`src/rtl/soc1_led_sequencer.sv`:
```
// soc1_led_sequencer: autonomous LED pattern sequencer for the soc1 LEDR PIO.
// The CPU loads a pattern table, step period and last step index through the Avalon-MM
// slave port, then sets RUN. The block writes each pattern to the PIO data register through
// its Avalon-MM master port and holds it for PERIOD cycles before advancing.
// Ports:
//   clk, reset                  clock, synchronous active-high reset
//   s_address/s_chipselect/
//   s_write_n/s_writedata       slave register writes
//   s_readdata                  slave register read data (combinational from s_address)
//   m_address/m_write_n/
//   m_writedata/m_waitrequest   master write port into the PIO (always word 0)
//   irq                         level interrupt, DONE & IRQ_EN
module soc1_led_sequencer #(
  parameter int unsigned         WIDTH          = 10,
  parameter int unsigned         DEPTH          = 8,
  parameter int unsigned         PERIOD_W       = 24,
  parameter logic [PERIOD_W-1:0] DEFAULT_PERIOD = 24'd500000
) (
  input  logic        clk,
  input  logic        reset,
  input  logic [2:0]  s_address,
  input  logic        s_chipselect,
  input  logic        s_write_n,
  input  logic [31:0] s_writedata,
  output logic [31:0] s_readdata,
  output logic [2:0]  m_address,
  output logic        m_write_n,
  output logic [31:0] m_writedata,
  input  logic        m_waitrequest,
  output logic        irq
);

  localparam int unsigned IdxW = $clog2(DEPTH);

  typedef enum logic [1:0] {StIdle, StWrite, StHold} state_e;

  state_e                state_q, state_d;
  logic                  run_q, run_d;
  logic                  loop_q, loop_d;
  logic                  irq_en_q, irq_en_d;
  logic                  done_q, done_d;
  logic [PERIOD_W-1:0]   period_q, period_d;
  logic [PERIOD_W-1:0]   cnt_q, cnt_d;
  logic [IdxW-1:0]       length_q, length_d;
  logic [IdxW-1:0]       index_q, index_d;
  logic [IdxW-1:0]       ptr_q, ptr_d;
  logic [WIDTH-1:0]      mwd_q, mwd_d;
  logic [WIDTH-1:0]      table_q [DEPTH];
  logic [WIDTH-1:0]      table_d [DEPTH];

  logic                  wr, ctrl_wr, run_eff, last_step, step_done, busy;
  logic [PERIOD_W-1:0]   per_eff;
  logic [IdxW-1:0]       next_idx;
  logic                  unused_wdata;

  assign wr        = s_chipselect & ~s_write_n;
  assign ctrl_wr   = wr && (s_address == 3'd0);
  // A CTRL write takes effect on the FSM in the same cycle it is presented.
  assign run_eff   = ctrl_wr ? s_writedata[0] : run_q;
  assign per_eff   = (period_q == '0) ? PERIOD_W'(1) : period_q;
  // >= so that LENGTH or PERIOD lowered mid-run still terminates at the next advance.
  assign last_step = index_q >= length_q;
  assign step_done = cnt_q >= per_eff;
  assign next_idx  = last_step ? '0 : index_q + IdxW'(1);
  assign busy      = state_q != StIdle;

  assign unused_wdata = ^s_writedata[31:PERIOD_W];

  always_comb begin
    state_d  = state_q;
    run_d    = run_q;
    loop_d   = loop_q;
    irq_en_d = irq_en_q;
    done_d   = done_q;
    period_d = period_q;
    cnt_d    = cnt_q;
    length_d = length_q;
    index_d  = index_q;
    ptr_d    = ptr_q;
    mwd_d    = mwd_q;
    table_d  = table_q;

    if (wr) begin
      case (s_address)
        3'd0: begin
          run_d    = s_writedata[0];
          loop_d   = s_writedata[1];
          irq_en_d = s_writedata[2];
          done_d   = 1'b0;
        end
        3'd1: period_d = s_writedata[PERIOD_W-1:0];
        3'd2: length_d = s_writedata[IdxW-1:0];
        3'd4: ptr_d    = s_writedata[IdxW-1:0];
        3'd5: begin
          table_d[ptr_q] = s_writedata[WIDTH-1:0];
          ptr_d          = ptr_q + IdxW'(1);
        end
        default: ;
      endcase
    end

    case (state_q)
      StIdle: begin
        if (run_eff) begin
          index_d = '0;
          mwd_d   = table_q[0];
          state_d = StWrite;
        end
      end
      StWrite: begin
        // The request is held until accepted, even if RUN was cleared meanwhile.
        if (!m_waitrequest) begin
          if (!run_eff) begin
            state_d = StIdle;
          end else begin
            cnt_d   = PERIOD_W'(1);
            state_d = StHold;
          end
        end
      end
      StHold: begin
        if (step_done && last_step && !loop_q) begin
          // Completion beats a simultaneous CTRL write: DONE ends set, written RUN kept.
          state_d = StIdle;
          done_d  = 1'b1;
          if (!ctrl_wr) run_d = 1'b0;
        end else if (!run_eff) begin
          state_d = StIdle;
        end else if (step_done) begin
          index_d = next_idx;
          mwd_d   = table_q[next_idx];
          state_d = StWrite;
        end else begin
          cnt_d = cnt_q + PERIOD_W'(1);
        end
      end
      default: state_d = StIdle;
    endcase
  end

  always_ff @(posedge clk) begin
    if (reset) begin
      state_q  <= StIdle;
      run_q    <= 1'b0;
      loop_q   <= 1'b0;
      irq_en_q <= 1'b0;
      done_q   <= 1'b0;
      period_q <= DEFAULT_PERIOD;
      cnt_q    <= '0;
      length_q <= '0;
      index_q  <= '0;
      ptr_q    <= '0;
      mwd_q    <= '0;
      for (int i = 0; i < DEPTH; i++) table_q[i] <= '0;
    end else begin
      state_q  <= state_d;
      run_q    <= run_d;
      loop_q   <= loop_d;
      irq_en_q <= irq_en_d;
      done_q   <= done_d;
      period_q <= period_d;
      cnt_q    <= cnt_d;
      length_q <= length_d;
      index_q  <= index_d;
      ptr_q    <= ptr_d;
      mwd_q    <= mwd_d;
      table_q  <= table_d;
    end
  end

  always_comb begin
    s_readdata = '0;
    case (s_address)
      3'd0: s_readdata[4:0]          = {busy, done_q, irq_en_q, loop_q, run_q};
      3'd1: s_readdata[PERIOD_W-1:0] = period_q;
      3'd2: s_readdata[IdxW-1:0]     = length_q;
      3'd3: s_readdata[IdxW-1:0]     = index_q;
      3'd4: s_readdata[IdxW-1:0]     = ptr_q;
      3'd5: s_readdata[WIDTH-1:0]    = table_q[ptr_q];
      default: ;
    endcase
  end

  assign m_address   = 3'd0;
  assign m_write_n   = state_q != StWrite;
  assign m_writedata = {{(32 - WIDTH){1'b0}}, mwd_q};
  assign irq         = done_q & irq_en_q;

endmodule
```
`config.mk`:
```
export PLATFORM = sky130hd
export DESIGN_NAME = soc1_led_sequencer
export DESIGN_NICKNAME = d
export VERILOG_FILES = /design/src/rtl/soc1_led_sequencer.sv
export SDC_FILE = /design/constraint.sdc
export NUM_CORES = 1
export LEC_CHECK = 0
export BUFFER_PORTS_ARGS = -buffer_cell sky130_fd_sc_hd__clkbuf_2
export CAP_MARGIN = 0
export CORE_MARGIN = 8
export CORE_UTILIZATION = 25
export CTS_CLUSTER_DIAMETER = 200
export DETAILED_ROUTE_END_ITERATION = 8
export PLACE_DENSITY_LB_ADDON = 0.2
export SLEW_MARGIN = 5
export SYNTH_ARGS = -nofsm -noshare
export SYNTH_HDL_FRONTEND = slang
export SYNTH_SLANG_ARGS = --single-unit
```
`constraint.sdc`:
```
create_clock -name clk -period 6.2 [get_ports clk]
set_input_delay 0.31 -clock clk [delete_from_list [all_inputs] [get_ports clk]]
set_output_delay 0.31 -clock clk [all_outputs]
set_load 0.03 [all_outputs]
```
# After elaboration in Yosys (flattened, before gate mapping)
# Index checks and enable logic that the tools add are counted.
[totals]
ff_bits = 153
in_bits = 40
elab_cells = 117
[op_classes]
add_sub_neg = 3
order_cmp = 5
eq_ne = 16
muxes = 49
bitwise_logic = 5
n_reduce_logical = 20
[ops]
columns = ["cell", "count"]
rows = [
  ["$mux 24", 6],
  ["$mux 10", 9],
  ["$bwmux 80", 1],
  ["$bmux 10 s3", 2],
  ["$pmux 24 s2", 1],
  ["$demux 10 s3", 1],
  ["$add 24x1->24 const B", 1],
  ["$ge 24x24->1", 1],
  ["$logic_not 24->1", 1],
  ["$pmux 10 s2", 1],
  ["$pmux 3 s6", 1],
  ["$mux 3", 5],
  ["$mux 14", 1],
  ["$ne 2x2->1 const B", 7],
  ["$mux 2", 6],
  ["$pmux 2 s3", 2],
  ["$pmux 3 s2", 2],
  ["$mux 1", 10],
  ["$pmux 5 s2", 1],
  ["$reduce_and 2->1", 5],
  ["$ge 4x4->1 const B", 2],
  ["$not 3->4", 2],
  ["$reduce_bool 2->1", 4],
  ["$add 3x1->3 const B", 2],
  ["other kinds (18)", 24],
]

# Longest topological paths before layout
# Gate-level depths: netlist (run 1).
[logic_depth]
word_depth = 10
mapped_depth = 12
depth_no_buf = 11

# Worst setup path after synthesis (run 1)
# No wires, ideal clock.
[synth_path]
path_kind = "register -> register"
from = "register period_q[1]"
to = "register cnt_q[15]"
setup_ns = 0.122
t_arrival_ns = 2.674
required_ns = 6.078
setup_slack_ns = 3.404
stages_incl_launch_ff = 12
cell_sequence = "dfxtp_1 > nor4_1 > nand4_1 > o21bai_1 > ha_1 > nand2b_1 > a2111oi_0 > o32a_1 > nand4_1 > a21oi_1 > nor2_1 > a221o_1"
[synth_between]
elab_chain_len = 7
elab_cells_between_ends = 8
classes_between = "order compare (1); eq/ne (2); mux (1); reduce/logical (4)"
[synth_lines]
columns = ["element", "line_no", "source"]
rows = [
  ["start, declared", "42", "logic [PERIOD_W-1:0] period_q, period_d;"],
  ["start signal, assigned", "161", "period_q <= period_d;"],
  ["$logic_not 24->1", "60", "assign per_eff = (period_q == '0) ? PERIOD_W'(1) : period_q;"],
  ["$mux 24 (*)", "60", ""],
  ["$ge 24x24->1 (*)", "63", "assign step_done = cnt_q >= per_eff;"],
  ["$logic_and 1x1->1 (2 in series)", "122", "if (step_done && last_step && !loop_q) begin"],
  ["$ne 2x2->1 (no source line)", "--", ""],
  ["$reduce_and 6->1 (no source line) (*)", "--", ""],
  ["end signal, assigned", "162", "cnt_q <= cnt_d;"],
  ["end, declared", "43", "logic [PERIOD_W-1:0] cnt_q, cnt_d;"],
]
# Mark *: on every way between the ends. The rest lies on a longest branch, timed or not.
# A chain may end at the register's enable or synchronous reset.

# Worst setup path after layout (run 1)
[layout_path]
from = "register period_q[1]"
to = "register cnt_q[19]"
# Same word-level chain as after synthesis.

==> metrics.csv, run 1 <==
metric,value,unit
1st-iter DRT viols,540,
post-synthesis cell area,0.00886,mm^2
end-of-flow core utilization,28.7,%
drt pass-1 iters,7,
Final Hold Violating Endpoints,0,
Critical R2R Capture,cnt_q[19],
Register-to-Register Path Depth,11,
skew final,0.0141,ns
fin nets,1181,
MaxCap Viol Count,0,
core box area,0.0352,mm^2
Tcrit/Tclk final,66.1,%
HP Start,s_writedata[14],
leakage,4.01,nW
pwr/cell area,226,mW/mm^2
Via Count,7830,
Root Driver,clkbuf_16,
row cnt,69,
crit end category,flip-flop,
number of post-CTS setup repair buffers,0,
"Seq/Total Area, Yosys",34.6,%
Post-CTS Resized,0,
CTS Hold Buffers Added,0,
DRT Wirelength,30.8,mm
Post-Syn Instances,1089,
post-route ant nets,0,
pre-CTS setup slack,2.01,ns
Worst Path Arrival,4.48,ns
share of cells above drive strength 1,12.6,%
Max VDD drop,136,uV
TritonCTS buffer count,17,
Synth cell types,66,
setup ws final,2.10,ns
FF-to-FF setup slack,2.10,ns
PortBufs,67,
Ys Warns,0,
Synth Register Bits,153,
Post-synth ARST share,0,%
Clock Sinks,153,
Hold Crit Depth,3,
"EDFF count, synth",0,
Post-route DRC,0,
Antenna Diode Count,0,
worst r2r src,period_q[1],
Die ar.,0.0417,mm^2
Syn Area/Cell,8.14,um^2
outcome,completed,
initial core utilization,25.2,%
io pins,109,
final slew viol count,0,
vias in the first global route,7603,
CP Data Required Time,6.58,ns
hpwl dp,21.6,mm
Tot GR Track Use,14.6,%
Via density,4.94,
Area growth syn-to-layout,13.9,%
hold crit path type,input port to flip-flop,
CTS tree,built,
hold endpoint,period_q[14],
Fmax,0.244,GHz
Finished Layout Cells,1584,
H-tree levels,4,
ys flop type,dfxtp_1,
Max Root-Sink Buffers,2,
"Clk pin slew, worst setup/hold paths",0.07,ns
Die X,204,um
worst slew pin tran,1.16,ns
largest net degree at the start of global routing,83,
final setup vio count,0,
first-pass GRT wire length,47.2,mm
initial antenna violation count,1,
Synth area leader,dfxtp_1,
grt total ovfl,0,
total negative slack,0,ns
final period demand of the worst path,4.10,ns
Startpoint Class,flip-flop,
worst skew pair latency,0.44,ns
Rel. slew slack,22.2,%
cell count after placement,1553,
GPL Wtd Cong,0.807,
Synth top area share,34.6,%
DIE HEIGHT,204,um
top post-synthesis cells by area,"dfxtp_1 (35%), mux2i_1 (13%), nor2_1 (6.1%)",
CP Max Fanout,17,
crit path kind,flip-flop to flip-flop,
Wirelength per Cell,19.5,um
RSZ-0062 raised after global routing,no,
[kinds of logic after synthesis]
family | synth area share (%)
xor gates and xnor gates | 0.0988
adders and majority gates | 4.23
and+or+nand+nor | 20.4
DFF | 34.6
muxes | 14.9
other | 0.0423
AOI/OAI and AO/OA | 17.9
buffers and inverters | 7.79
[worst max-delay path by stage]
| stage | end | slack, ns | start | depth (start not counted) |
|---|---|---|---|---|
| 2_1_floorplan | cnt_q[15] | 3.40 | period_q[1] | 11 |
| 3_3_place_gp | cnt_q[19] | 1.98 | period_q[1] | 11 |
| 3_5_place_dp | cnt_q[19] | 2.01 | period_q[1] | 11 |
| 4_1_cts | cnt_q[19] | 1.94 | period_q[1] | 11 |
| 5_1_grt | cnt_q[19] | 1.74 | period_q[1] | 11 |
| 6_report | cnt_q[19] | 2.10 | period_q[1] | 11 |
[worst max-delay path: stages, from the launching register on]
cell       delay (ns)
dfxtp_1          0.35
nor4_1           0.56
nand4_1          0.20
o21bai_1         0.23
ha_1             0.26
nand2b_1         0.14
a2111oi_0        0.45
o32a_1           0.33
a21boi_4         0.11
nor3_2           0.93
nor4bb_1         0.38
a21o_1           0.11
[cells in the mapped netlist (3+ instances only)]
library cell and n:
buf_4 33, clkbuf_1 59, nor3_1 15, ha_1 30, o211ai_1 12, mux2i_1 113, and3_1 9, mux2_2 13
o221ai_1 9, buf_2 15, o31ai_1 3, nand2b_1 9, and2_1 19, dfxtp_1 153, o21a_1 3, nand2_1 116
a21o_1 7, a21oi_1 75, buf_1 4, o22ai_1 5, o211a_1 4, a211oi_1 16, nor4_1 10, nor2_1 144
nor2b_1 17, nand3_1 21, nand4_1 11, o21ai_0 30, and4_1 4, nor3b_1 7, a31oi_1 11, a22o_1 5
a211o_1 7, a221oi_1 9, o31a_1 3, a22oi_1 9, inv_1 35, a221o_1 7
[power by group]
part | total (mW) | leakage, nW | internal [mW] | switching (mW)
Clock | 1.14 | 0.296 | 0.675 | 0.468
Sequential | 0.993 | 1.23 | 0.987 | 0.00530
Combinational | 0.148 | 2.48 | 0.0326 | 0.116
Total | 2.28 | 4.01 | 1.70 | 0.589
[state kept, by name, indices dropped and copies added (netlist names)]
signal and cells:
table_q 80, cnt_q 24, period_q 24, mwd_q 10, index_q 3, length_q 3, ptr_q 3, state_q 2
done_q 1, irq_en_q 1, loop_q 1, run_q 1
[placed cells by master (no fill, tap or decap), drive strengths merged, types with 10 or more instances in the layout]
master / count
a211oi: 16
a21oi: 76
a31oi: 11
and2: 20
buf: 16
clkbuf: 83
conb: 33
dfxtp: 153
ha: 30
inv: 38
mux2: 13
mux2i: 113
nand2: 116
nand3: 21
nand4: 11
nor2: 146
nor2b: 17
nor3: 16
nor4: 10
o211ai: 14
o21ai: 31
[through the flow]
| stage | hold WS [ns] | area (um^2) | power [mW] |
|---|---|---|---|
| final | 0.0942 | 10100 | 2.28 |
| after global routing | 0.0844 | 10100 | 2.36 |
| after CTS | 0.0708 | 10100 | 2.31 |
| after detailed placement | 0.451 | 9470 | 1.16 |
| after global placement | 0.447 | 9470 | 1.16 |
| after floorplan | 0.441 | 8980 | 1.13 |
[final cells by class]
class,count,area (um^2)
clock buffers,17,425
multi-input cells,822,5250
fillers,3880,25100
flip-flops and latches,153,3060
clock inverters,14,196
well taps,461,577
repair buffers,82,450
inverters,35,131
[metal layers]
layer,wire (um),vias up,GRT usage [%],share of wire (%)
li1,-,3829,-,-
met1,14300,3812,19.1,46
met2,15000,162,24.5,49
met3,1110,27,2.27,3.6
met4,514,0,4.22,1.7
met5,0,-,0,0
Power figures use the tool's default switching activity.
==> run 2: changes to the inputs <==
clock period = 3.85 ns   (was 6.2 ns; I/O delays follow)
==> metrics.csv, run 2 (synthesis gave the netlist of run 1 again) <==
metric,value,unit,change
clock share of power,47.6,%,-2.4 points
1st-iter DRT viols,489,,-9.4%
Max VDD drop,252,uV,+86%
Register-to-Register Path Depth,13,,+2
HP Start,s_writedata[9],,
final period demand of the worst path,3.40,ns,-0.697 ns
Die X,204,um,unchanged
worst slew pin tran,1.06,ns,-0.0999 ns
CP Max Fanout,17,,unchanged
CP Cell Sequence,"nor4_1, buf_4, nand4_1, o21bai_1, ha_1, nand2b_1, a2111oi_0, o32a_1, a21boi_4, nor3_2, buf_12, nor4bb_1, a21o_1",,
crit path kind,flip-flop to flip-flop,,
io pins,109,,unchanged
pwr/cell area,342,mW/mm^2,+51%
Worst Path Arrival,3.77,ns,-0.71 ns
crit end category,flip-flop,,
largest net degree at the start of global routing,82,,-1.2%
Final Cell Area,0.0103,mm^2,+2.3%
CP Data Required Time,4.22,ns,-2.36 ns
"Clk pin slew, worst setup/hold paths",0.07,ns,about the same
Fmax,0.294,GHz,+21%
met1 WL,13.6,mm,-4.9%
Final Hold Violating Endpoints,0,,unchanged
Area growth syn-to-layout,16.6,%,
final setup vio count,0,,unchanged
vias in the first global route,7801,,+2.6%
end-of-flow core utilization,29.3,%,+0.67 points
Via Count,7945,,+1.5%
Cell Int Power,2.56,mW,+51%
skew final,0.0169,ns,+0.00280 ns
TritonCTS buffer count,17,,unchanged
"commonest non-fill, non-tap cells in the layout","dfxtp_1 (153), nor2_1 (144), nand2_1 (116)",,
Via density,4.93,,-0.36%
"commonest non-fill, non-tap cell in the layout",dfxtp_1,,
core box area,0.0352,mm^2,unchanged
Wirelength per Cell,19.3,um,-0.83%
drt pass-1 iters,5,,-2
Post-route DRC,0,,unchanged
Top reg by flops,table_q,,
Antenna Diode Count,0,,unchanged
Largest register FFs,80,,unchanged
CTS Hold Buffers Added,14,,+14
worst r2r src,period_q[1],,
grt total ovfl,0,,unchanged
number of post-CTS setup repair buffers,0,,unchanged
Comb power frac,7.1,%,+0.6 points
FF-to-FF setup slack,0.45,ns,-1.65 ns
Die ar.,0.0417,mm^2,unchanged
DIE HEIGHT,204,um,unchanged
Critical R2R Capture,cnt_q[19],,
hpwl dp,22.5,mm,+4.4%
post-route ant nets,0,,unchanged
met2 routed WL,15.6,mm,+4.1%
DRT Wirelength,31.2,mm,+0.98%
CTS tree,built,,
Rel. slew slack,28.8,%,+6.6 points
Clock Sinks,153,,unchanged
Root Driver,clkbuf_16,,
share of cells above drive strength 1,13.5,%,+0.90 points
Post-CTS Resized,0,,unchanged
H-tree levels,4,,unchanged
Seq pwr share,45.3,%,+1.8 points
Sw Share,27.5,%,+1.7 points
worst skew pair latency,0.45,ns,about the same
hold crit path type,input port to flip-flop,,
first-pass GRT wire length,47.6,mm,+0.88%
hold endpoint,period_q[9],,
CP max stage cell,a2111oi_0,,
outcome,completed,,
Startpoint Class,flip-flop,,
total negative slack,0,ns,unchanged
final slew viol count,0,,unchanged
GPL Wtd Cong,0.772,,-4.3%
RSZ-0062 raised after global routing,no,,
MaxCap Viol Count,0,,unchanged
fin nets,1209,,+2.4%
row cnt,69,,unchanged
Tot GR Track Use,14.8,%,+0.22 points
Buf/Inv on CP,2,,+2
Max Root-Sink Buffers,2,,unchanged
initial antenna violation count,0,,-1
Max Used Layer,met4,,
Psw,972,uW,+65%
met3 wire length,1.40,mm,+27%
initial core utilization,25.2,%,unchanged
Critical Path Max Stage Delay,0.44,ns,-0.49 ns
CP top delay family,simple AND/OR/NAND/NOR gates,,
leakage,4.12,nW,+2.6%
largest registers,"table_q (80), cnt_q (24), period_q (24)",,
Tcrit/Tclk final,88.3,%,+22 points
Hold Crit Depth,3,,unchanged
Placed Area,0.00962,mm^2,+1.6%
PortBufs,67,,unchanged
==> run 2: cell types whose count changed in the layout (fill, tap and decap cells not counted), sizes merged <==
cell | previous run | this run
buf | 16 | 30
inv | 38 | 41
clkinv | 4 | 3
clkinvlp | 3 | 4
bufinv | 4 | 1
clkbuf | 83 | 84
dlygate4sd3 | 0 | 14
==> run 2: worst max-delay path by stage <==
stage / from / to / cells past startpoint
5_1_grt: period_q[1] / cnt_q[8] / 12
3_3_place_gp: period_q[1] / index_q[2] / 13
6_report: period_q[1] / cnt_q[19] / 13
4_1_cts: period_q[1] / index_q[2] / 13
3_5_place_dp: period_q[1] / index_q[2] / 13
2_1_floorplan: period_q[1] / cnt_q[15] / 11
==> run 2: worst min-delay path, delay by kind of cell <==
| kind | cells | cell delay (ns) |
|---|---|---|
| compound gates | 1 | 0.06 |
| simple gates | 1 | 0.10 |
| buf+inv | 1 | 0.17 |
==> run 2: final cells by class <==
type                       count  area, um^2
clock inverter                14         140
inverter                      35         131
fill                        3840       24900
clock buffer                  18         429
timing repair buffer         110         733
tap                          461         577
multi-input combinational    822        5260
sequential                   153        3060
==> run 2: metal layers <==
layer	vias to the layer above	track usage (%)
li1	3885	-
met1	3845	18.7
met2	182	25.5
met3	33	2.52
met4	0	4.47
met5	-	0
==> run 2: power groups by stage <==
| stage | Sequential [mW] | Clock (mW) | Combinational, mW |
|---|---|---|---|
| 2_1_floorplan | 1.63 | 0 | 0.190 |
| 4_1_cts | 1.60 | 1.73 | 0.251 |
| 5_1_grt | 1.60 | 1.81 | 0.270 |
| 3_3_place_gp | 1.64 | 0 | 0.239 |
| 6_report | 1.60 | 1.68 | 0.250 |
| 3_5_place_dp | 1.64 | 0 | 0.239 |
==> run 2: through the flow <==
stage	hold WS (ns)	power (mW)	worst slack, ns	std cells
after floorplan	0.328	1.82	1.05	1121
after global placement	0.424	1.88	0.427	1567
after detailed placement	0.423	1.88	0.436	1567
after CTS	0.110	3.58	0.410	1613
after global routing	0.135	3.68	0.200	1613
final	0.129	3.53	0.449	1613
